--- config.mk ---
export PLATFORM = sky130hd
export DESIGN_NAME = sat_narrow_64to48_flat
export DESIGN_NICKNAME = d
export VERILOG_FILES = /design/src/rtl/sat_narrow_64to48_pkg.sv /design/src/rtl/sat_narrow_64to48_if.sv /design/src/rtl/sat_narrow_64to48_narrow_core.sv /design/src/rtl/sat_narrow_64to48.sv /design/src/flat_wrapper.sv
export SDC_FILE = /design/constraint.sdc
export NUM_CORES = 1
export LEC_CHECK = 0
export BUFFER_PORTS_ARGS = -buffer_cell sky130_fd_sc_hd__buf_4
export CORE_ASPECT_RATIO = 0.8
export CORE_UTILIZATION = 54
export CTS_CLUSTER_DIAMETER = 50
export DETAILED_ROUTE_END_ITERATION = 10
export PLACE_DENSITY = 0.8
export SYNTH_ARGS = -nofsm -noshare
export SYNTH_HDL_FRONTEND = slang
export SYNTH_HIERARCHICAL = 1
export SYNTH_SLANG_ARGS = --single-unit
--- constraint.sdc ---
create_clock -name clk -period 2 [get_ports clk]
set_input_delay 0.3 -clock clk [delete_from_list [all_inputs] [get_ports clk]]
set_output_delay 0.3 -clock clk [all_outputs]
set_load 0.02 [all_outputs]
--- src/rtl/sat_narrow_64to48_pkg.sv ---
// Shared widths, saturation constants and the fit test for the 64->48 narrowing path.
// Pure declarations; no timing or handshake.
package sat_narrow_64to48_pkg;

    localparam int DEF_IN_W  = 64;
    localparam int DEF_OUT_W = 48;
    localparam int DEF_CNT_W = 16;

    localparam logic [DEF_OUT_W-1:0] SAT_POS  = {1'b0, {(DEF_OUT_W-1){1'b1}}};
    localparam logic [DEF_OUT_W-1:0] SAT_NEG  = {1'b1, {(DEF_OUT_W-1){1'b0}}};
    localparam logic [DEF_OUT_W-1:0] SAT_UMAX = {DEF_OUT_W{1'b1}};

    // Signed values fit when every bit from the new sign position up is a copy of it.
    function automatic logic fits(input logic [DEF_IN_W-1:0] x, input logic is_signed);
        if (is_signed)
            return (&x[DEF_IN_W-1:DEF_OUT_W-1]) | ~(|x[DEF_IN_W-1:DEF_OUT_W-1]);
        else
            return ~(|x[DEF_IN_W-1:DEF_OUT_W]);
    endfunction

endpackage

--- src/rtl/sat_narrow_64to48_if.sv ---
// Input/output handshake bundle between the multiplier output and the writeback.
// master drives x/controls and out_ready; slave is the narrowing block.
interface sat_narrow_64to48_if #(
    parameter int IN_W  = 64,
    parameter int OUT_W = 48
);
    logic [IN_W-1:0]  x;
    logic             is_signed;
    logic             saturate;
    logic             in_valid;
    logic             in_ready;
    logic [OUT_W-1:0] y;
    logic             ovf;
    logic             out_valid;
    logic             out_ready;

    modport master (
        output x, is_signed, saturate, in_valid, out_ready,
        input  in_ready, y, ovf, out_valid
    );

    modport slave (
        input  x, is_signed, saturate, in_valid, out_ready,
        output in_ready, y, ovf, out_valid
    );
endinterface

--- src/rtl/sat_narrow_64to48_narrow_core.sv ---
// Combinational narrowing: wrap or clamp a 64-bit value to 48 bits, flag overflow.
// Latency 0; no state, no backpressure.
module narrow_core
    import sat_narrow_64to48_pkg::*;
(
    input  logic [DEF_IN_W-1:0]  x,
    input  logic                 is_signed,
    input  logic                 saturate,
    output logic [DEF_OUT_W-1:0] y,
    output logic                 ovf
);
    logic fit;

    assign fit = fits(x, is_signed);
    assign ovf = ~fit;

    always_comb begin
        y = x[DEF_OUT_W-1:0];
        if (!fit && saturate) begin
            if (!is_signed)
                y = SAT_UMAX;
            else if (x[DEF_IN_W-1])
                y = SAT_NEG;
            else
                y = SAT_POS;
        end
    end
endmodule

--- src/rtl/sat_narrow_64to48.sv ---
// Narrows multiplier results 64->48 (wrap/saturate, signed/unsigned) with sticky + counted overflow.
// Latency 2 cycles (S1 capture, S2 narrow+register); 1 result/cycle when out_ready stays high.
// Backpressure: S2 holds while out_ready=0, S1 fills, then in_ready drops (combinational from out_ready).
module sat_narrow_64to48
    import sat_narrow_64to48_pkg::*;
#(
    parameter int IN_W  = DEF_IN_W,
    parameter int OUT_W = DEF_OUT_W,
    parameter int CNT_W = DEF_CNT_W
) (
    input  logic                clk,
    input  logic                reset,
    sat_narrow_64to48_if.slave  bus,
    input  logic                clear_sticky,
    output logic                ovf_sticky,
    output logic [CNT_W-1:0]    ovf_count
);
    logic             s1_vld;
    logic [IN_W-1:0]  s1_x;
    logic             s1_sgn;
    logic             s1_sat;
    logic             s2_vld;
    logic [OUT_W-1:0] s2_y;
    logic             s2_ovf;
    logic [OUT_W-1:0] core_y;
    logic             core_ovf;
    logic             adv2;
    logic             retire;

    assign adv2         = ~s2_vld | bus.out_ready;
    assign bus.in_ready = ~s1_vld | adv2;
    assign bus.y        = s2_y;
    assign bus.ovf      = s2_ovf;
    assign bus.out_valid = s2_vld;
    assign retire       = s2_vld & bus.out_ready & s2_ovf;

    narrow_core u_core (
        .x         (s1_x),
        .is_signed (s1_sgn),
        .saturate  (s1_sat),
        .y         (core_y),
        .ovf       (core_ovf)
    );

    always_ff @(posedge clk) begin
        if (reset) begin
            s1_vld <= 1'b0;
            s1_x   <= '0;
            s1_sgn <= 1'b0;
            s1_sat <= 1'b0;
            s2_vld <= 1'b0;
            s2_y   <= '0;
            s2_ovf <= 1'b0;
        end else begin
            if (bus.in_ready) begin
                s1_vld <= bus.in_valid;
                if (bus.in_valid) begin
                    s1_x   <= bus.x;
                    s1_sgn <= bus.is_signed;
                    s1_sat <= bus.saturate;
                end
            end
            // S2 data only moves on a real transfer so y/ovf stay put while stalled or idle.
            if (adv2) begin
                s2_vld <= s1_vld;
                if (s1_vld) begin
                    s2_y   <= core_y;
                    s2_ovf <= core_ovf;
                end
            end
        end
    end

    // A clear in the same cycle as a retire wins and swallows that retire.
    always_ff @(posedge clk) begin
        if (reset || clear_sticky) begin
            ovf_sticky <= 1'b0;
            ovf_count  <= '0;
        end else if (retire) begin
            ovf_sticky <= 1'b1;
            if (ovf_count != {CNT_W{1'b1}})
                ovf_count <= ovf_count + CNT_W'(1);
        end
    end
endmodule

--- src/flat_wrapper.sv ---
// flat-port wrapper written by rule: the top's interface ports become plain ports
module sat_narrow_64to48_flat import sat_narrow_64to48_pkg::*;
#(
    parameter int IN_W  = DEF_IN_W,
    parameter int OUT_W = DEF_OUT_W,
    parameter int CNT_W = DEF_CNT_W
)
  (clk, reset, clear_sticky, ovf_sticky, ovf_count, bus_x, bus_is_signed, bus_saturate, bus_in_valid, bus_out_ready, bus_in_ready, bus_y, bus_ovf, bus_out_valid);
  sat_narrow_64to48_if #(.IN_W(IN_W), .OUT_W(OUT_W)) bus_i ();
  input  logic clk;
  input  logic reset;
  input  logic clear_sticky;
  output logic ovf_sticky;
  output logic [CNT_W-1:0] ovf_count;
  input wire logic [$bits(bus_i.x)-1:0] bus_x;
  input wire logic [$bits(bus_i.is_signed)-1:0] bus_is_signed;
  input wire logic [$bits(bus_i.saturate)-1:0] bus_saturate;
  input wire logic [$bits(bus_i.in_valid)-1:0] bus_in_valid;
  input wire logic [$bits(bus_i.out_ready)-1:0] bus_out_ready;
  output wire logic [$bits(bus_i.in_ready)-1:0] bus_in_ready;
  output wire logic [$bits(bus_i.y)-1:0] bus_y;
  output wire logic [$bits(bus_i.ovf)-1:0] bus_ovf;
  output wire logic [$bits(bus_i.out_valid)-1:0] bus_out_valid;
  assign bus_i.x = bus_x;
  assign bus_i.is_signed = bus_is_signed;
  assign bus_i.saturate = bus_saturate;
  assign bus_i.in_valid = bus_in_valid;
  assign bus_i.out_ready = bus_out_ready;
  assign bus_in_ready = bus_i.in_ready;
  assign bus_y = bus_i.y;
  assign bus_ovf = bus_i.ovf;
  assign bus_out_valid = bus_i.out_valid;
  sat_narrow_64to48 #(.IN_W(IN_W), .OUT_W(OUT_W), .CNT_W(CNT_W)) u_core (.clk(clk), .reset(reset), .bus(bus_i), .clear_sticky(clear_sticky), .ovf_sticky(ovf_sticky), .ovf_count(ovf_count));
endmodule
==> flow_metrics.py <==
metrics = {
    "clock_network": {
        "cts_buffers": 17,
        "cts_buffer_depth": 2,
        "worstSkewPairLatency_ps": 420,
        "htreeDepth": 4,
        "hold_buffers": 0,
        "cts_root_buffer": "clkbuf_16",
        "cts_tree": "done",
        "path_clk_slew_ps": 50,
        "clock-sinks": 134,
    },
    "floorplanning": {
        "core_area_um2": 10400,
        "die_area_um2": 11300,
        "die_h_um": 95.2,
        "io_pins": 139,
        "placementRows": 33,
        "die_w_um": 119,
        "start_util": 0.564,
    },
    "sta": {
        "fmax_mhz": 521,
        "grt_setup_unrepaired": "false",
        "tightest_slew_ps": 551,
        "setup_viol": 0,
        "finalHoldViolCount": 0,
        "maxSlewHeadroom": 0.631,
        "slew_viol_final": 0,
        "clock_skew_ps": 7.46,
        "worst_slack_ps": 78.9,
        "fin_tns_setup_ps": 0,
        "whs_ps": 126,
        "fin_crit_ps": 1920,
        "fin_crit_sh": 0.961,
    },
    "drt": {
        "drc": 0,
        "dr_total_vias": 5827,
        "ant_nets": 0,
        "wl_per_cell_um": 15.7,
        "avgViaCountPerCell": 5.70,
        "routed_wl_um": 16000,
        "drt-initial-drc-count": 561,
        "dr.pass1.iters": 5,
    },
    "yosys": {
        "ys_async_sr_fraction": 0,
        "synth_cells": 757,
        "yosys_warnings": 6,
        "ys.flop_type": "dfxtp_1",
        "ys_seq_area_frac": 0.457,
        "synth_xor_xnor_area_share": 0,
        "synthAdderAreaFrac": 0.00213,
        "synth_top_family_by_area": "simple AND/OR/NAND/NOR gates",
        "synth-simple-area-share": 0.280,
        "syn-num-nets": 829,
        "syn_area_um2": 5870,
        "synth_top_area_share": 0.457,
        "ys_types": 44,
        "avgSynthCellArea_um2": 7.75,
        "ys_ff_latch": 134,
        "synthMuxAreaShare": 0.00875,
        "yosys-top-cells-area": "dfxtp_1, nand2_1, a21oi_1, a211o_1, and3_1",
        "synth_edf_count": 0,
        "synth_compound_area_frac": 0.201,
        "yosysTopAreaCell": "dfxtp_1",
    },
    "finish": {
        "utilization": 0.734,
        "diodes": 0,
        "finalInstanceArea_um2": 7640,
        "fin_nets": 942,
        "syn_to_final_growth_pct": 30.2,
        "drive_above_1_share": 0.231,
        "fillers": 819,
        "layout_commonest_cell": "nand2_1",
        "final_cell_mix": "nand2_1, buf_4, dfxtp_1",
    },
    "grt": {
        "grt_overflow_total": 0,
        "top_usage_layer": "met2",
        "grtUsageMet1": 0.369,
        "track_usage": 0.288,
        "grt_first_pass_wirelength_um": 25600,
        "use_met3": 0.0580,
        "grt_max_degree": 49,
        "grtUsageMet2": 0.479,
        "grt_antenna_before_repair": 0,
        "grt_pass1_vias": 5385,
    },
    "placed_design": {
        "placed_area_um2": 7020,
        "place_hpwl_um": 10100,
        "io_buffer_count": 138,
        "gp_congestion": 0.839,
        "dp_worst_setup_slack_ps": -42.2,
    },
    "min_path": {
        "hp-start": "bus_x[59]",
        "hold_path.class": "in2reg",
    },
    "power_and_ir_drop": {
        "vdd_drop_max_v": 0.000715,
        "p_per_area_nw_per_um2": 874,
        "leakagePower_nw": 3.59,
    },
    "critical_path": {
        "crit_arrival_ps": 2210,
        "timing.critical_path.from": "u_core/s1_x[49]",
        "critical-path-max-stage-delay_ps": 340,
        "critical_path_class": "reg2reg",
        "crit_chain": "nor4_4 > nand3_2 > o211a_1 > buf_12 > a211o_1 > nand2_1 > a21oi_1",
        "start_kind": "register",
        "critPathMaxFanout": 47,
        "critPathCaptureType": "register",
        "r2r_start": "u_core/s1_x[49]",
        "worst_ep_required_time_ps": 2290,
        "crit_path_top_delay_cell": "dfxtp_1",
    },
    "job": {
        "max_cap_violations": 0,
    },
    "status": {
        "run_status": "completed",
    },
}
where the power goes:
part	switching [mW]	leakage, nW	internal [mW]
clock network	1.12	0.290	1.96
registers	0.0867	1.10	2.79
logic	0.388	2.20	0.325
through the flow:
stage | power, mW | instances
6_report | 6.67 | 1023
5_1_grt | 6.89 | 1023
3_3_place_gp | 3.60 | 991
4_1_cts | 6.68 | 1023
3_5_place_dp | 3.63 | 991
2_1_floorplan | 3.33 | 757
cells in the mapped netlist, types with 2 or more instances:
cell,number
a211o_1,47
nor3_1,2
buf_1,7
or3_1,4
nand3_1,5
nor2_1,14
inv_1,6
a21oi_1,125
nand2_1,246
nand2b_1,2
mux2i_1,4
buf_2,8
o21ai_0,5
a41o_1,2
and4_1,3
nor2b_1,2
nor4_1,5
clkbuf_1,38
or3_2,2
buf_6,5
nand4_1,13
or4_1,2
and3_1,49
a31oi_1,6
and2_1,2
o31ai_1,2
dfxtp_1,134
routing by layer:
| layer | wire length (µm) | vias to the layer above |
|---|---|---|
| met5 | 0 | - |
| met4 | 290 | 0 |
| met3 | 1090 | 29 |
| met2 | 7710 | 234 |
| met1 | 6930 | 2723 |
| li1 | - | 2841 |
layout make-up:
class,count,area (µm²),area share
repair buffers,154,1220,0.160
inverters,6,22.5,0.00295
multi-input cells,557,2950,0.386
clock inverters,8,96.3,0.0126
flip-flops and latches,134,2680,0.351
clock buffers,24,492,0.0644
well taps,140,175,0.0229
critical path, delay by kind of cell, from the launching register on:
family | cells | cell delay [ps]
AO/OA/AOI/OAI | 3 | 640
AND/OR/NAND/NOR | 3 | 590
flip-flops | 1 | 340
buffers and inverters | 1 | 190
logic make-up after synthesis:
logic type / after synthesis
and+or+nand+nor: 359
buffers and inverters: 66
DFF: 134
adders and majority gates: 1
muxes: 5
AOI/OAI and AO/OA: 192
final timing paths:
check	depth (start not counted)	slack, ps	to
hold / removal	3	130	u_core/s1_x[59]
setup reg to reg	7	80	u_core/bus.y[33]
setup / recovery	7	80	u_core/bus.y[33]
hold reg to reg	2	450	u_core/bus.y[44]
registers in the layout (all words and copies together), names as in the netlist:
name	count
u_core/s1_sgn	1
u_core/ovf_count	16
u_core/bus.out_valid	1
u_core/bus.ovf	1
u_core/s1_vld	1
u_core/s1_x	64
u_core/ovf_sticky	1
u_core/bus.y	48
u_core/s1_sat	1
what timing repair did:
item / 4_1_cts / 5_1_grt
cloned: 0 / 0
gates resized for setup: 1 / 3
setup endpoints to repair: 44 / 47
buffers inserted: 0 / 0
No activity file was read; power rests on OpenSTA's default activity.
